--- src/rtl/compare_sequencer.sv ---
// compare_sequencer: initiator side of an external 16-bit comparator.
// Accepts a compare-and-branch request and drives the operands onto the
// comparator. It waits SETTLE_CYC cycles, then samples and decodes the result.
// It returns a branch-taken response together with sticky {lt, gt, eq} flags.
//
// Handshake rule for both req_* and rsp_*: a transfer happens on a rising
// clk edge where valid && ready are both high; valid never depends on ready.
//
// Optional build macro CMP_COUNT_EN adds cmp_count. This output counts the
// responses handshaken with rsp_err=0. It wraps at 16'hFFFF.
module compare_sequencer #(
  parameter int DATA_W     = 16,
  parameter int SETTLE_CYC = 1
) (
  input  logic              clk,
  input  logic              rst_n,
  input  logic              req_valid,
  output logic              req_ready,
  input  logic [DATA_W-1:0] req_num1,
  input  logic [DATA_W-1:0] req_num2,
  input  logic [2:0]        req_cond,
  output logic [DATA_W-1:0] cmp_num1,
  output logic [DATA_W-1:0] cmp_num2,
  input  logic [DATA_W-1:0] cmp_result,
  output logic              rsp_valid,
  input  logic              rsp_ready,
  output logic              rsp_taken,
  output logic [2:0]        flags,
  output logic              rsp_err
`ifdef CMP_COUNT_EN
  ,
  output logic [15:0]       cmp_count
`endif
);

  typedef enum logic [1:0] {
    ST_IDLE    = 2'd0,
    ST_SETTLE  = 2'd1,
    ST_CAPTURE = 2'd2,
    ST_RESP    = 2'd3
  } state_t;

  // Fixed comparator result encodings.
  localparam logic [DATA_W-1:0] LP_RES_EQ = '0;
  localparam logic [DATA_W-1:0] LP_RES_GT = DATA_W'(1);
  localparam logic [DATA_W-1:0] LP_RES_LT = '1;
  localparam logic [3:0]        LP_CNT_LOAD = 4'(SETTLE_CYC - 1);

  state_t            r_state;
  state_t            w_state_nxt;
  logic [3:0]        r_cnt;
  logic [2:0]        r_cond;
  logic [DATA_W-1:0] r_num1;
  logic [DATA_W-1:0] r_num2;
  logic [2:0]        r_flags;
  logic              r_taken;
  logic              r_err;
  logic              w_accept;
  logic              w_rsp_hs;
  logic              w_legal;
  logic [2:0]        w_new_flags;
  logic              w_cond_true;

  // State register; reset forces IDLE so handshake outputs clear at once.
  always_ff @(posedge clk or negedge rst_n) begin
    if (!rst_n) r_state <= ST_IDLE;
    else        r_state <= w_state_nxt;
  end

  // Next-state and handshake strobes.
  always_comb begin
    w_state_nxt = r_state;
    w_accept    = 1'b0;
    w_rsp_hs    = 1'b0;
    case (r_state)
      ST_IDLE: begin
        if (req_valid) begin
          w_accept    = 1'b1;
          w_state_nxt = ST_SETTLE;
        end
      end
      ST_SETTLE: begin
        if (r_cnt == 4'd0) w_state_nxt = ST_CAPTURE;
      end
      ST_CAPTURE: begin
        w_state_nxt = ST_RESP;
      end
      ST_RESP: begin
        if (rsp_ready) begin
          w_rsp_hs    = 1'b1;
          w_state_nxt = ST_IDLE;
        end
      end
      default: w_state_nxt = ST_IDLE;
    endcase
  end

  // Decode the comparator result into one-hot {lt, gt, eq} and evaluate the condition.
  always_comb begin
    w_legal     = 1'b1;
    w_new_flags = 3'b000;
    w_cond_true = 1'b0;
    if (cmp_result == LP_RES_EQ)      w_new_flags = 3'b001;
    else if (cmp_result == LP_RES_GT) w_new_flags = 3'b010;
    else if (cmp_result == LP_RES_LT) w_new_flags = 3'b100;
    else                              w_legal     = 1'b0;
    case (r_cond)
      3'b000:  w_cond_true = w_new_flags[0];
      3'b001:  w_cond_true = ~w_new_flags[0];
      3'b010:  w_cond_true = w_new_flags[1];
      3'b011:  w_cond_true = w_new_flags[2];
      3'b100:  w_cond_true = w_new_flags[1] | w_new_flags[0];
      3'b101:  w_cond_true = w_new_flags[2] | w_new_flags[0];
      3'b110:  w_cond_true = 1'b1;
      default: w_cond_true = 1'b0;
    endcase
  end

  // Operand/condition capture, settle countdown, and result capture.
  always_ff @(posedge clk or negedge rst_n) begin
    if (!rst_n) begin
      r_num1  <= '0;
      r_num2  <= '0;
      r_cond  <= 3'b000;
      r_cnt   <= 4'd0;
      r_flags <= 3'b000;
      r_taken <= 1'b0;
      r_err   <= 1'b0;
    end else begin
      if (w_accept) begin
        r_num1 <= req_num1;
        r_num2 <= req_num2;
        r_cond <= req_cond;
        r_cnt  <= LP_CNT_LOAD;
      end else if (r_state == ST_SETTLE && r_cnt != 4'd0) begin
        r_cnt <= r_cnt - 4'd1;
      end
      if (r_state == ST_CAPTURE) begin
        if (w_legal) begin
          r_flags <= w_new_flags;
          r_taken <= w_cond_true;
          r_err   <= 1'b0;
        end else begin
          r_taken <= 1'b0;
          r_err   <= 1'b1;
        end
      end else if (w_rsp_hs) begin
        // The response has been consumed; do not leave stale taken/err behind.
        r_taken <= 1'b0;
        r_err   <= 1'b0;
      end
    end
  end

`ifdef CMP_COUNT_EN
  logic [15:0] r_count;

  // Count the legal responses the consumer has accepted.
  always_ff @(posedge clk or negedge rst_n) begin
    if (!rst_n)                r_count <= 16'h0000;
    else if (w_rsp_hs && !r_err) r_count <= r_count + 16'h0001;
  end

  assign cmp_count = r_count;
`endif

  assign req_ready = (r_state == ST_IDLE);
  assign rsp_valid = (r_state == ST_RESP);
  assign cmp_num1  = r_num1;
  assign cmp_num2  = r_num2;
  assign rsp_taken = r_taken;
  assign rsp_err   = r_err;
  assign flags     = r_flags;

endmodule

--- config.mk ---
export PLATFORM = sky130hd
export DESIGN_NAME = compare_sequencer
export DESIGN_NICKNAME = d
export VERILOG_FILES = /design/src/rtl/compare_sequencer.sv
export SDC_FILE = /design/constraint.sdc
export NUM_CORES = 1
export LEC_CHECK = 0
export CAP_MARGIN = 20
export CORE_UTILIZATION = 25
export DETAILED_ROUTE_END_ITERATION = 8
export GPL_TIMING_DRIVEN = 0
export PLACE_DENSITY = 0.54
export SYNTH_ARGS = -nofsm -noshare
export SYNTH_HDL_FRONTEND = slang
export SYNTH_SLANG_ARGS = --single-unit
--- constraint.sdc ---
create_clock -name clk -period 2.2 [get_ports clk]
set_input_delay 0.44 -clock clk [delete_from_list [all_inputs] [get_ports clk]]
set_output_delay 0.44 -clock clk [all_outputs]
set_load 0.01 [all_outputs]
==> Implementation_results.wiki <==
{| class="wikitable"
! Metric !! Value
|-
| Outcome || completed
|-
| Mapped Area || 2042 um^2
|-
| Wire length of the first global-routing pass || 7500 um
|-
| Number of sinks on the clock net || 46
|-
| Final RePlAce weighted congestion || 0.7192
|-
| CP cell instances || inv_1 -> ha_1 -> clkdlybuf4s50_1
|-
| Fin Setup TNS || 0 ns
|-
| Top Family by Delay on Critical Path || buffers and inverters
|-
| Final cell utilization of the core || 41.35%
|-
| Biggest cell delay along the critical path || 0.54 ns
|-
| Final routed wire length divided by cell count || 13.01 um
|-
| Final setup margin || 0.2404 ns
|-
| Worst max-slew margin expressed relative to the limit || 65.76%
|-
| Highest-delay cell along the critical path || clkdlybuf4s50_1
|-
| Largest voltage drop on the vdd net || 0.4850 mV
|-
| Diode insertion count for antenna repair || 0
|-
| Largest net degree at the start of global routing || 27
|-
| Proportion of power drawn by flip-flops and latches || 37.9%
|-
| Area share of the largest cell type after synthesis || 56.37%
|-
| Post-CTS Hold Buffers || 0
|-
| Number of buffers created by CTS || 5
|-
| Logic gate share of total power || 44.7%
|-
| Number of antenna violations at the first check in global routing || 0
|-
| Detailed router's first-iteration violation count || 40
|-
| Via density per instance || 4.407
|-
| Sort of element at the end of the critical path || output pin
|-
| Final WL || 4632 um
|-
| Synth Flop Type || dfrtp_1
|-
| Std-Cell Core Area || 7807 um^2
|-
| Effective utilization at floorplan || 26.15%
|-
| Number of port buffers || 93
|-
| Post-CTS setup buffer count || 0
|-
| Estimated wirelength of the detail-placed design || 3439 um
|-
| Net count after synthesis || 213
|-
| Synthesized instance count || 153
|-
| Worst-case clock buffer depth || 2
|-
| Critical Path Source Type || flip-flop
|-
| H-tree depth reported by CTS || 2
|-
| Top post-synthesis cells by area || dfrtp_1, mux2_1, ha_1
|-
| Worst clock skew || 0.006686 ns
|-
| Worst slack at placement || 0.04164 ns
|-
| Final Hold Violating Endpoints || 0
|-
| DRT Pass-1 Iters || 2
|-
| Non-filler instance count after layout || 356
|-
| Inst Count DP || 349
|-
| Number of remaining DRC errors || 0
|-
| PD cells || 1145 nW/um^2
|-
| Data required time at the worst endpoint || 1.76 ns
|-
| Timing-limited maximum frequency || 510.3 MHz
|-
| Synth unique cells || 34
|-
| Internal power of the cells || 0.002568 W
|-
| Clock power frac || 17.4%
|-
| Unrepaired setup endpoints after global routing || false
|-
| Footprint of the multi-input gates || 828.3 um^2
|-
| Total Nets Final || 314
|-
| Number of ports placed on the die boundary || 94
|-
| Count of pins over their slew limit || 0
|-
| Switching part of the total power || 30.49%
|-
| Share of synthesized flip-flops with an asynchronous set or reset || 100.0%
|-
| Antenna viol nets, final || 0
|-
| Cell Rows || 32
|-
| Total area of sequential cells || 1151 um^2
|-
| Highest routed metal layer || met4
|-
| Die Y-Extent || 92.38 um
|-
| Total overflow reported by the global router || 0
|-
| Static power due to leakage || 1.340 nW
|-
| Met2 wire length || 2221 um
|-
| Post-CTS clock slew at the launch and capture registers of the worst setup and hold paths || 0.09 ns
|-
| Shortest period the worst path allows || 1.960 ns
|-
| Post-synth top cells || dfrtp_1, mux2_1, inv_1
|-
| Via count of the first global-routing pass || 1588
|-
| Count of flip-flops with a built-in enable after synthesis || 0
|-
| Most repeated cell in the gate-level netlist after synthesis || dfrtp_1
|-
| Latest clock arrival within the worst-skew pair || 0.30 ns
|-
| CP Max Fanout || 4
|-
| Wire length on met3 || 439 um
|-
| Total number of vias || 1569
|-
| Layout Area Growth over Synthesis || 58.09%
|-
| Final count of negative-setup-slack endpoints || 0
|-
| Fin crit share || 89.07%
|-
| Number of synthesized register bits || 46
|-
| Met1 Routed Length || 1933 um
|-
| Synth Area per Inst || 13.35 um^2
|-
| Cell taking the most area after synthesis || dfrtp_1
|-
| Number of filler cells placed in the layout || 791
|-
| Arrival time of the worst setup path || 1.52 ns
|-
| Power dissipated by switching net loads || 0.001127 W
|-
| Number of gates resized after CTS || 0
|-
| Overall die area || 8533 um^2
|-
| Layout cells sized above 1 || 10.63%
|-
| Clock tree from TritonCTS || done
|-
| Worst slew pin tran || 0.5136 ns
|-
| Synth warnings || 0
|-
| All-Layer GR Usage || 11.17%
|-
| Width of the die || 92.38 um
|-
| Max-capacitance violation count || 0
|-
| Root buffer selected by CTS || clkbuf_8
|-
| Total buffers and inverters traversed by the critical path || 2
|-
| Critical path type || reg2out
|-
| Seq/Total Area, Yosys || 56.37%
|-
| Type of the tightest min-delay check || in2async
|}
through the flow:
step / hold WS (ns) / area, um^2 / total power (W)
after floorplan: 0.1444 / 2042 / 0.002167
after CTS: 0.1130 / 3228 / 0.003773
after detailed placement: 0.4491 / 3115 / 0.003101
final: 0.1010 / 3228 / 0.003695
after global routing: 0.1352 / 3228 / 0.003952
after global placement: 0.4722 / 3100 / 0.003067
power groups by stage:
stage | Combinational, W | Sequential, W | Clock (W)
detailed placement | 0.00168 | 0.00142 | 0
global route | 0.00178 | 0.00147 | 0.000702
finish | 0.00165 | 0.00140 | 0.000644
global placement | 0.00166 | 0.00141 | 0
floorplan | 0.000616 | 0.00155 | 0
CTS | 0.00169 | 0.00141 | 0.000678
cells by family (layout without fill, tap and decap cells):
kind of cell | count (synthesis) | after routing | synth area share, %
AO/OA/AOI/OAI | 21 | 21 | 7.353
flip-flops | 46 | 46 | 56.37
adder cells (fa/ha/maj) | 5 | 5 | 3.064
AND/OR/NAND/NOR | 26 | 26 | 8.578
XOR/XNOR | 4 | 4 | 1.716
multiplexers | 36 | 36 | 19.85
buffers and inverters | 15 | 116 | 3.063
metal layers:
metal,vias to the layer above,track usage [%]
li1,745,-
met3,5,4.680
met2,57,18.09
met5,-,0
met4,0,3.125
met1,762,13.56
worst register-to-register path, cell delays in order, from the launching register on:
cell     delay (ns)
dfrtp_1        0.40
inv_1          0.08
ha_1           0.22
buf_2          0.17
nand2_1        0.26
buf_2          0.32
mux2_1         0.36
cells in the final DEF (no fill, tap or decap), drive strengths merged, types with 2 or more instances in the layout:
master         instances
clkdlybuf4s50         92
a221oi                 2
xor2                   2
xnor2                  2
buf                    7
clkbuf                 7
ha                     5
nand4                  4
nand2                  4
a21oi                  7
mux2                  36
nand3                  3
o22ai                  2
inv                    9
or2                    2
o21ai                  3
dfrtp                 46
o211ai                 2
nor2                   5
nor4                   4
final cells by class:
cell class              instances  area share [%]
flip-flops and latches         46           35.66
repair buffers                 94           29.30
multi-input cells              92           25.66
well taps                     102           3.953
clock buffers                   6           2.558
inverters                       9           1.047
clock inverters                 1          0.9302
plain buffers                   6          0.8915
registers in the layout (all words and copies together), names as in the netlist:
signal / cells
r_cond: 3
rsp_taken: 1
flags: 3
cmp_num2: 16
r_cnt: 4
cmp_num1: 16
rsp_err: 1
r_state: 2
path summary, 6_finish.rpt:
path / start / to / slack, ns / cells past startpoint
max: r_state[0]$_DFFE_PN0P_ / req_ready / 0.24 / 3
min: rst_n / cmp_num2[15]$_DFFE_PN0P_ / 0.10 / 1
max reg2reg: r_state[0]$_DFFE_PN0P_ / cmp_num2[10]$_DFFE_PN0P_ / 0.27 / 6
min reg2reg: cmp_num2[12]$_DFFE_PN0P_ / cmp_num2[12]$_DFFE_PN0P_ / 0.50 / 1
max in group asynchronous: rst_n / flags[2]$_DFFE_PN0P_ / 1.58 / 2
min in group clk: cmp_num2[12]$_DFFE_PN0P_ / cmp_num2[12]$_DFFE_PN0P_ / 0.50 / 1
(Power assumes the default switching activity.)
